$ cat config.mk
export PLATFORM = sky130hd
export DESIGN_NAME = mac_dot_scheduler
export DESIGN_NICKNAME = d
export VERILOG_FILES = /design/src/rtl/mac_dot_scheduler_pkg.sv /design/src/rtl/mac_dot_scheduler_acc.sv /design/src/rtl/mac_dot_scheduler.sv
export SDC_FILE = /design/constraint.sdc
export NUM_CORES = 1
export LEC_CHECK = 0
export ABC_AREA = 1
export CAP_MARGIN = 25
export CORE_MARGIN = 3
export CORE_UTILIZATION = 55
export CTS_BUF_LIST = sky130_fd_sc_hd__clkbuf_8
export DETAILED_ROUTE_END_ITERATION = 16
export GPL_ROUTABILITY_DRIVEN = 0
export GPL_TIMING_DRIVEN = 0
export PLACE_DENSITY = 0.85
export SLEW_MARGIN = 0
export SYNTH_ARGS = -nofsm -noshare
export SYNTH_HDL_FRONTEND = slang
export SYNTH_HIERARCHICAL = 1
export SYNTH_SLANG_ARGS = --single-unit
$ cat constraint.sdc
create_clock -name clk -period 2.4 [get_ports clk]
set_input_delay 0.48 -clock clk [delete_from_list [all_inputs] [get_ports clk]]
set_output_delay 0.48 -clock clk [all_outputs]
set_load 0.03 [all_outputs]
$ cat src/rtl/mac_dot_scheduler_pkg.sv
// Shared definitions for the dot-product scheduler: FSM encoding and default widths.
package mac_dot_scheduler_pkg;

  localparam int DEF_BITS     = 8;
  localparam int DEF_LEN_W    = 8;
  localparam int DEF_ADDR_W   = 10;
  localparam int DEF_ACC_BITS = 24;

  // Depth of the external MAC pipeline; the scheduler counts done pulses and
  // never relies on this value, it only documents the expected timing.
  localparam int MAC_LATENCY  = 2;

  typedef enum logic [1:0] {
    IDLE  = 2'd0,
    ISSUE = 2'd1,
    DRAIN = 2'd2,
    DONE  = 2'd3
  } state_e;

endpackage

$ cat src/rtl/mac_dot_scheduler_acc.sv
// Signed accumulator: sign-extends each MAC product and adds it with
// two's-complement wrap. Width is chosen by the parent so N full-scale
// products cannot overflow.
module dot_accumulator #(
  parameter int IN_W  = 16,
  parameter int ACC_W = 24
) (
  input  logic             clk,
  input  logic             rst_n,
  input  logic             clear,
  input  logic             add_en,
  input  logic [IN_W-1:0]  din,
  output logic [ACC_W-1:0] acc
);

  logic [ACC_W-1:0] din_ext;

  // Sign extension of the product to accumulator width.
  always_comb begin
    din_ext = {{(ACC_W-IN_W){din[IN_W-1]}}, din};
  end

  // Accumulator register: clear has priority over add.
  always_ff @(posedge clk or negedge rst_n) begin
    if (!rst_n) begin
      acc <= '0;
    end else if (clear) begin
      acc <= '0;
    end else if (add_en) begin
      acc <= acc + din_ext;
    end
  end

endmodule

$ cat src/rtl/mac_dot_scheduler.sv
// Dot-product scheduler: reads N operand pairs from two 1-cycle-read buffers,
// streams them into an external signed MAC, counts its done pulses and
// presents the accumulated sum with a one-cycle out_valid pulse.
//
// Handshake: start is a one-cycle request honoured only when busy=0 (IDLE);
// len/a_base/b_base are captured on that cycle. out_valid is a one-cycle
// pulse while result carries the final sum; result then holds until the next
// completed operation. A start coinciding with out_valid is ignored.
module mac_dot_scheduler
  import mac_dot_scheduler_pkg::*;
#(
  parameter int BITS     = DEF_BITS,
  parameter int LEN_W    = DEF_LEN_W,
  parameter int ADDR_W   = DEF_ADDR_W,
  parameter int ACC_BITS = DEF_ACC_BITS
) (
  input  logic                clk,
  input  logic                rst_n,
  input  logic                start,
  input  logic [LEN_W-1:0]    len,
  input  logic [ADDR_W-1:0]   a_base,
  input  logic [ADDR_W-1:0]   b_base,
  output logic                rd_en,
  output logic [ADDR_W-1:0]   a_addr,
  output logic [ADDR_W-1:0]   b_addr,
  input  logic [BITS-1:0]     a_rdata,
  input  logic [BITS-1:0]     b_rdata,
  output logic                mac_enable,
  output logic [BITS-1:0]     mac_a,
  output logic [BITS-1:0]     mac_b,
  input  logic [2*BITS-1:0]   mac_result,
  input  logic                mac_done,
  output logic                busy,
  output logic                out_valid,
  output logic [ACC_BITS-1:0] result,
  output state_e              dbg_state
);

  state_e              state_q, state_d;
  logic [LEN_W-1:0]    len_q;
  logic [ADDR_W-1:0]   a_base_q, b_base_q;
  logic [LEN_W-1:0]    issue_cnt_q;
  logic [LEN_W-1:0]    done_cnt_q;
  logic                mac_en_q;
  logic [ACC_BITS-1:0] result_q;
  logic [ACC_BITS-1:0] acc;
  logic                accept;
  logic                count_en;

  // Next-state and control decode; done pulses count only in ISSUE/DRAIN and
  // only until N have been seen, so stale or surplus pulses are dropped.
  always_comb begin
    state_d   = state_q;
    rd_en     = 1'b0;
    out_valid = 1'b0;
    accept    = 1'b0;
    count_en  = (state_q == ISSUE || state_q == DRAIN) && mac_done &&
                (done_cnt_q != len_q);
    case (state_q)
      IDLE: begin
        if (start) begin
          accept  = 1'b1;
          state_d = (len == '0) ? DONE : ISSUE;
        end
      end
      ISSUE: begin
        rd_en = 1'b1;
        if (issue_cnt_q == len_q - LEN_W'(1)) state_d = DRAIN;
      end
      DRAIN: begin
        if (done_cnt_q == len_q ||
            (count_en && (done_cnt_q + LEN_W'(1)) == len_q)) state_d = DONE;
      end
      DONE: begin
        out_valid = 1'b1;
        state_d   = IDLE;
      end
      default: state_d = IDLE;
    endcase
  end

  // State register.
  always_ff @(posedge clk or negedge rst_n) begin
    if (!rst_n) state_q <= IDLE;
    else        state_q <= state_d;
  end

  // Operand capture and issue/done counters; all restart on an accepted start.
  always_ff @(posedge clk or negedge rst_n) begin
    if (!rst_n) begin
      len_q       <= '0;
      a_base_q    <= '0;
      b_base_q    <= '0;
      issue_cnt_q <= '0;
      done_cnt_q  <= '0;
    end else if (accept) begin
      len_q       <= len;
      a_base_q    <= a_base;
      b_base_q    <= b_base;
      issue_cnt_q <= '0;
      done_cnt_q  <= '0;
    end else begin
      if (rd_en)    issue_cnt_q <= issue_cnt_q + LEN_W'(1);
      if (count_en) done_cnt_q  <= done_cnt_q + LEN_W'(1);
    end
  end

  // Operand-valid follows the read strobe by the buffer read latency.
  always_ff @(posedge clk or negedge rst_n) begin
    if (!rst_n) mac_en_q <= 1'b0;
    else        mac_en_q <= rd_en;
  end

  // Hold the last completed sum for the layer controller.
  always_ff @(posedge clk or negedge rst_n) begin
    if (!rst_n)                result_q <= '0;
    else if (state_q == DONE)  result_q <= acc;
  end

  dot_accumulator #(
    .IN_W  (2*BITS),
    .ACC_W (ACC_BITS)
  ) u_acc (
    .clk    (clk),
    .rst_n  (rst_n),
    .clear  (accept),
    .add_en (count_en),
    .din    (mac_result),
    .acc    (acc)
  );

  // Output drive: addresses wrap naturally at ADDR_W; result shows the final
  // sum already in the DONE cycle so it lines up with out_valid.
  always_comb begin
    a_addr     = a_base_q + ADDR_W'(issue_cnt_q);
    b_addr     = b_base_q + ADDR_W'(issue_cnt_q);
    mac_enable = mac_en_q;
    mac_a      = a_rdata;
    mac_b      = b_rdata;
    busy       = (state_q != IDLE);
    result     = (state_q == DONE) ? acc : result_q;
    dbg_state  = state_q;
  end

endmodule

# After elaboration in Yosys (flattened, before gate mapping)

Cells that the tools add are included.

Add/sub/neg operators: 6
Equality and inequality tests: 10
Mux-type cells: 16
Reductions and logical operators: 11

Operators with widths:

| kind                                              | count |
|---|---|
| two-way mux 24 bit                                | 3 |
| two-way mux 8 bit                                 | 4 |
| adder 24 bit                                      | 1 |
| == test 8 bit                                     | 3 |
| adder 10 x 8 -> 10 bit                            | 2 |
| adder 8 x 1 -> 8 bit (second input constant)      | 2 |
| logical NOT 8 bit                                 | 1 |
| two-way mux 2 bit                                 | 4 |
| != test 8 bit                                     | 1 |
| case mux 2 bit (4 select lines)                   | 1 |
| subtractor 8 x 1 -> 8 bit (second input constant) | 1 |
| nonzero test 2 bit                                | 3 |
| == test 2 bit (second input constant)             | 2 |
| two-way mux 1 bit                                 | 4 |
| != test 2 x 1 -> 1 bit (second input constant)    | 2 |
| logical AND 1 bit                                 | 3 |
| AND reduction 3 bit                               | 1 |
| == test 2 x 1 -> 1 bit (second input constant)    | 1 |
| logical NOT 2 bit                                 | 1 |
| logical OR 1 bit                                  | 2 |
| != test 2 bit (second input constant)             | 1 |

Register bits after elaboration: 95
Logic and storage cells: 52

# Longest topological paths before layout

Depth in word-level cells: 8
Gate-level depth with buffers: 15

# Cells and area by module

Netlist, hierarchy kept.

By module, submodules not included:

| module            | times used | cells each | area an instance (µm²) | seq. area each (µm²) |
|---|---|---|---|---|
| mac_dot_scheduler | 1          | 535        | 4372.9                 | 1776.7 |
| dot_accumulator   | 1          | 443        | 2600.0                 | 600.6 |

# Worst setup path after synthesis

Ideal clock, no wire load.

Path type: register to output
Start: register issue_cnt_q[0]
End: output port b_addr[6]
Data arrival time: 2119 ps
Data required time: 1920 ps
Slack: -199 ps
Stages on the path, launching flop included: 9
Path buffers: 0
Cells stage by stage: dfrtp_1 ha_1 inv_1 fa_1 o21ai_0 a21oi_1 nor2_1 nor2_1 xnor2_1

Cells in the longest elaborated chain, start to end: 1

Ends and longest elaborated chain:

| item                   | line                     | RTL |
|---|---|---|
| start, declared        | mac_dot_scheduler.sv:42  | `logic [LEN_W-1:0] issue_cnt_q;` |
| start signal, assigned | mac_dot_scheduler.sv:103 | `if (rd_en) issue_cnt_q <= issue_cnt_q + LEN_W'(1);` |
| adder 10 x 8 -> 10 bit | mac_dot_scheduler.sv:136 | `b_addr = b_base_q + ADDR_W'(issue_cnt_q);` |
| end, declared          | mac_dot_scheduler.sv:25  | `output logic [ADDR_W-1:0] b_addr,` |

No other way between the ends.

# Worst setup path in the final report

Start: register issue_cnt_q[0]
End: output port a_addr[6]

Cells in the longest elaborated chain, start to end: 1

Ends and longest elaborated chain:

| item                   | line                     | RTL |
|---|---|---|
| adder 10 x 8 -> 10 bit | mac_dot_scheduler.sv:135 | `a_addr = a_base_q + ADDR_W'(issue_cnt_q);` |
| end, declared          | mac_dot_scheduler.sv:24  | `output logic [ADDR_W-1:0] a_addr,` |

No other way between the ends.

==> summary.md <==
| Metric | Value |
|---|---|
| Outcome | `finished with violations` |
| Failing checks | `negative setup slack` |
| Antenna diode count | `0` |
| GRT overflow | `0` |
| Cell internal pwr | `0.00572 W` |
| Mean cell area of the mapped netlist | `7.13 um^2` |
| Syn Inst Count | `978` |
| DR vias | `7072` |
| Worst setup SP type | `register` |
| Critical-path maximum fanout | `3` |
| Drt via density | `5.42` |
| Sw frac | `0.513` |
| Seq pwr share | `0.239` |
| Ys Warns | `6` |
| Skew final | `11.6 ps` |
| Critical path cell sequence | `ha_4 -> inv_2 -> fa_2 -> o21ai_4 -> a21oi_1 -> nor2_1 -> nor2_1 -> xnor2_2 -> buf_6` |
| Main synth FF type | `dfrtp_1` |
| Setup violators final | `14` |
| Iteration-0 DRC Markers | `596` |
| Die area | `14100 um^2` |
| Final non-filler cell area | `9140 um^2` |
| Most frequent cells in the layout | `nand2_1 (346), inv_1 (116), dfrtp_1 (86), clkdlybuf4s50_1 (67), nor2_1 (59)` |
| Post-route clock period utilization | `1.15` |
| First-pass GRT wire length | `32.3 mm` |
| Drt wl/cell | `16.1 um` |
| Detailed placement HPWL | `13.6 mm` |
| Class of the worst hold path | `in -> async` |
| Clock share of power | `0.096` |
| Syn_nets | `1092` |
| Row Count | `40` |
| CTS root buffer | `clkbuf_8` |
| EDFF count, synth | `0` |
| Fin. Hold Viols | `0` |
| Die H | `119 um` |
| Sequential cell area | `2390 um^2` |
| Vias in the first global route | `6786` |
| Net Sw Power | `0.00602 W` |
| R2r endpoint | `u_acc/acc[9]` |
| H-tree depth | `3` |
| Nets | `1246` |
| Cts bufs inserted | `9` |
| Footprint of the multi-input gates | `4310 um^2` |
| Pwr Density | `1280 nW/um^2` |
| Leading cell type in the layout, fill and taps excluded | `nand2_1` |
| Pre-CTS setup slack | `-661 ps` |
| Peak per-stage delay on the critical path | `450 ps` |
| Async set-reset flop share out of synthesis | `1.00` |
| R2R setup slack | `230 ps` |
| I/O Buffers | `113` |
| Least-Margin Pin Slew | `571 ps` |
| Number of fill cells | `897` |
| R2r startpoint | `dbg_state[0]` |
| Initial Utilization | `0.571` |
| Gate power share | `0.665` |
| CTS Sinks | `95` |
| Cts hold-fix bufs | `0` |
| Worst-path clk slew | `100 ps` |
| Max-cap violation count | `0` |
| Pre-antenna DRT Iters | `6` |
| Clk_lat worst skew | `400 ps` |
| Placed cell area | `8370 um^2` |
| Drt drc | `0` |
| Post-synthesis sequential area ratio | `0.341` |
| RSZ-0062 raised after global routing | `yes` |
| Final worst setup slack | `-355 ps` |
| Worst hold slack | `53.5 ps` |
| Post-Syn Area | `6970 um^2` |
| Minimum clock period | `2760 ps` |
| Layout area overhead | `31.1%` |
| GRT Total Usage | `0.282` |
| Initial antenna violation count | `0` |
| CP Capture Type | `output pin` |
| Pin count of the biggest net entering global routing | `56` |
| Peak VDD IR | `0.000658 V` |
| Num ports | `130` |
| Max clock buf depth | `2` |
| CP required | `1920 ps` |
| Final slew viol count | `0` |
| Maximum clock frequency | `363 MHz` |
| Worst path arrival time | `2280 ps` |
| Final WL | `21.0 mm` |
| Final Power | `0.0117 W` |
| Die width | `119 um` |
| Slew HR | `0.620` |
| Setup CP Type | `reg -> out` |
| Cells on worst reg2reg path | `13` |
| Critical-path top delay cell | `dfrtp_2` |
| ANT nets after route | `0` |
| Core ar. | `12200 um^2` |
| Pleak | `4.77 nW` |
| Synthesis-stage register bit count | `95` |
| Critical Path Most Common Cell | `nor2_1` |
| TritonCTS clock tree | `yes` |
| Yosys cell types | `41` |
| Layout cell share with drive strength beyond 1 | `0.222` |
-- worst max-delay path, delay by kind of cell (launching register included) --
family                   cells  cell delay [ps]
XOR/XNOR                     1              160
buffers and inverters        2              220
flip-flops                   1              450
adder cells (fa/ha/maj)      2              560
AND/OR/NAND/NOR              2              210
AO/OA/AOI/OAI                2              270
-- power by group through the flow --
stage	Sequential (W)	Clock, W	Combinational, W
after floorplan	0.00264	0	0.00485
after global placement	0.00271	0	0.00683
after detailed placement	0.00272	0	0.00698
after CTS	0.00276	0.00115	0.00728
after global routing	0.00287	0.00121	0.00852
final	0.00280	0.00113	0.00781
-- timing repair --
action / CTS / global route
hold endpoints to repair: 0 / 0
buffers inserted: 16 / 12
setup endpoints to repair: 66 / 56
cloned: 1 / 1
pin swaps: 27 / 21
gates resized for setup: 292 / 30
-- per-layer routing --
metal  GRT usage  part of all wire  wire (um)
met2       0.502              0.50      10500
met3      0.0459             0.068       1420
met5           0                 0          0
met1       0.337              0.38       8000
met4       0.114             0.049       1020
-- area by class of cell --
class                      count  area share
buffer                        31      0.0279
clock inverter                 7     0.00876
timing repair inverter         1    0.000548
tap                          168      0.0230
timing repair buffer         143       0.140
sequential                    95       0.261
clock buffer                   9      0.0136
multi-input combinational    722       0.471
inverter                     129      0.0535
-- state kept, by name, summed over array words and instances, names as in the netlist --
name / cells
a_base_q: 10
b_base_q: 10
dbg_state: 2
done_cnt_q: 8
issue_cnt_q: 8
len_q: 8
mac_enable: 1
result_q: 24
u_acc/acc: 24
-- metrics by stage --
stage | util | cells | setup TNS [ps]
3_5_place_dp | 0.685 | 1260 | -22270
6_report | 0.748 | 1305 | -2630
4_1_cts | 0.733 | 1292 | -1250
3_3_place_gp | 0.683 | 1259 | -270240
5_1_grt | 0.748 | 1305 | -3670
2_1_floorplan | - | 978 | 0
-- worst max-delay path by stage --
stage                        start       endpoint
floorplan           issue_cnt_q[0]      a_addr[8]
global placement             rst_n  u_acc/acc[22]
detailed placement  issue_cnt_q[0]      a_addr[8]
CTS                 issue_cnt_q[0]      b_addr[8]
global route        issue_cnt_q[0]      a_addr[6]
finish              issue_cnt_q[0]      a_addr[6]
-- synthesized netlist by cell type, drive strengths merged, types with 2 or more instances --
master	number	area share
nand2	370	0.21
inv	126	0.068
dfrtp	95	0.34
nor2	78	0.048
a21oi	47	0.034
ha	47	0.084
o21ai	43	0.031
nand3	42	0.034
mux2	24	0.039
buf	23	0.025
xor2	22	0.028
nand4	12	0.011
clkbuf	9	0.0048
nor3	8	0.0065
xnor2	6	0.0075
clkinv	3	0.0018
fa	3	0.0086
nand3b	3	0.0050
o211ai	3	0.0032
or2	3	0.0027
a22o	2	0.0025
nor4	2	0.0018
o2111ai	2	0.0025
-- cell families after synthesis --
group,Yosys count,share of synthesized area
DFF,95,0.341
xor gates and xnor gates,28,0.0352
adders and majority gates,50,0.0929
muxes,24,0.0388
and+or+nand+nor,519,0.315
buffers and inverters,161,0.0998
AOI/OAI and AO/OA,101,0.0779
Note: power is estimated with default switching activity, not from simulation.
==> RTL change, RTL diff (config.mk and constraints unchanged) <==
Put a register stage on the output `a_addr`, without a reset. The value now appears one clock later. The other outputs are not delayed to match.
--- a/src/rtl/mac_dot_scheduler.sv
+++ b/src/rtl/mac_dot_scheduler.sv
@@ -36,4 +36,6 @@
   output state_e              dbg_state
 );
+
+  logic [ADDR_W-1:0] a_addr_d;
 
   state_e              state_q, state_d;
@@ -133,5 +135,5 @@
   // sum already in the DONE cycle so it lines up with out_valid.
   always_comb begin
-    a_addr     = a_base_q + ADDR_W'(issue_cnt_q);
+    a_addr_d   = a_base_q + ADDR_W'(issue_cnt_q);
     b_addr     = b_base_q + ADDR_W'(issue_cnt_q);
     mac_enable = mac_en_q;
@@ -143,4 +145,8 @@
   end
 
+  always_ff @(posedge clk) begin
+    a_addr <= a_addr_d;
+  end
+
 endmodule
 
Behaviour: not the same (Yosys sat finds a counterexample within 4 cycles, from zero or initial values and one cycle with rst_n low).
==> RTL change against the unedited design <==
- the run still ends with negative setup slack left
- first-iteration DRC count up 7.7%
- worst setup slack better by 0.085 ns
- design area down 1.6%
- sequential cell count up 10
- area after synthesis up 2.0%
- sequential power up 8.6%
- power down 4.5%
- wire length down 3.4%
- highest routed layer unchanged
==> RTL change: results (changes against the unedited design) <==
* Worst setup slack after layout at -0.2702 ns (was -0.3552 ns)
* Violated checks: negative setup slack (unchanged)
* Layout Skew at 0.01279 ns (was 0.01157 ns)
* Syn avg cell area at 7.267 µm² (was 7.130 µm²)
* Final setup vio count at 8 (was 14)
* Layout cells sized above 1 at 18.11% (was 22.16%)
* Synth cell types at 40 (was 41)
* Post-Place Worst Slack at -0.6807 ns (was -0.6609 ns)
* Part of the Yosys area used for sequential elements at 36.23% (was 34.09%)
* Internal power at 5.615 mW (was 5.722 mW)
* Number of global-route vias before repair at 6478 (was 6786)
* Cell count after placement at 1261 (was 1260)
* Setup_tns at -1.127 ns (was -2.632 ns)
* GR Util met3 at 6.880% (was 4.593%)
* Hold WS at 0.4903 ns (was 0.05348 ns)
* Ranking of synthesized cells by instance count: sky130_fd_sc_hd__nand2_1 (354), sky130_fd_sc_hd__inv_1 (117), sky130_fd_sc_hd__dfrtp_1 (95), sky130_fd_sc_hd__nor2_1 (63) (was sky130_fd_sc_hd__nand2_1 (355), sky130_fd_sc_hd__inv_1 (119), sky130_fd_sc_hd__dfrtp_1 (95), sky130_fd_sc_hd__nor2_1 (64))
* Count of filler cells inserted in the layout at 961 (was 897)
* Endpoint of the most critical register-to-register path: a_base_q[3] (was u_acc/acc[9])
* Run status: finished, violations left (unchanged)
* R2R setup slack at 0.14 ns (was 0.23 ns)
* Sum of routed wire length over all layers at 20.26 mm (was 20.96 mm)
* Timing endpoint of the critical path: b_addr[8] (was a_addr[6])
* Total via count in the routed design at 6994 (was 7072)
* Overall Global Routing Usage at 26.77% (was 28.17%)
* Peak supply drop at 802.5 µV (was 657.8 µV)
* GR Util met2 at 42.66% (was 50.20%)
## RTL change: cell types whose count changed after synthesis, sizes merged, moves of 4 or more
cell | unedited run | this run
dfxtp | 0 | 10
nand3 | 42 | 48
nor2 | 78 | 74
xor2 | 22 | 18
## RTL change: cells by family after synthesis
family | share of synthesized area, %
flip-flops | 36.23
buffers and inverters | 9.216
AO/OA/AOI/OAI | 7.862
multiplexers | 3.799
adder cells (fa/ha/maj) | 9.110
AND/OR/NAND/NOR | 30.46
XOR/XNOR | 3.324
## RTL change: power groups by stage
stage	registers, mW	logic [mW]	clock network [mW]
detailed placement	3.05	6.54	0
floorplan	3.11	4.39	0
global route	3.13	7.64	1.21
finish	3.04	7.03	1.14
CTS	3.02	6.65	1.15
global placement	3.01	6.40	0
## RTL change: routing by layer
metal	part of all wire [%]	vias up	wire length (µm)
met3	8.5	62	1730
met5	0	-	0
met1	43	3253	8754
met4	3.5	0	710
met2	45	306	9060
li1	-	3373	-
## RTL change: area by class of cell
class / instances / area, µm² / area share (%)
inverter: 125 / 473.0 / 5.259
clock inverter: 6 / 58.81 / 0.6539
timing repair buffer: 138 / 1217 / 13.54
sequential: 105 / 2587 / 28.77
clock buffer: 10 / 137.6 / 1.530
tap: 168 / 210.2 / 2.337
multi-input combinational: 719 / 4095 / 45.53
buffer: 29 / 214.0 / 2.379
## RTL change: timing repair
item	in CTS	in global routing
setup buffers	18	5
setup endpoints to repair	59	64
pin swaps	16	14
hold buffers	1	0
gates resized for setup	197	28
endpoints found under the hold margin	13	0
## RTL change: critical path, delay by kind of cell (launching register included)
kind | cells | cell delay (ns)
compound gates | 2 | 0.35
buf+inv | 2 | 0.19
simple gates | 1 | 0.13
flops | 1 | 0.42
fa+ha+maj | 2 | 0.52
xor+xnor | 1 | 0.17
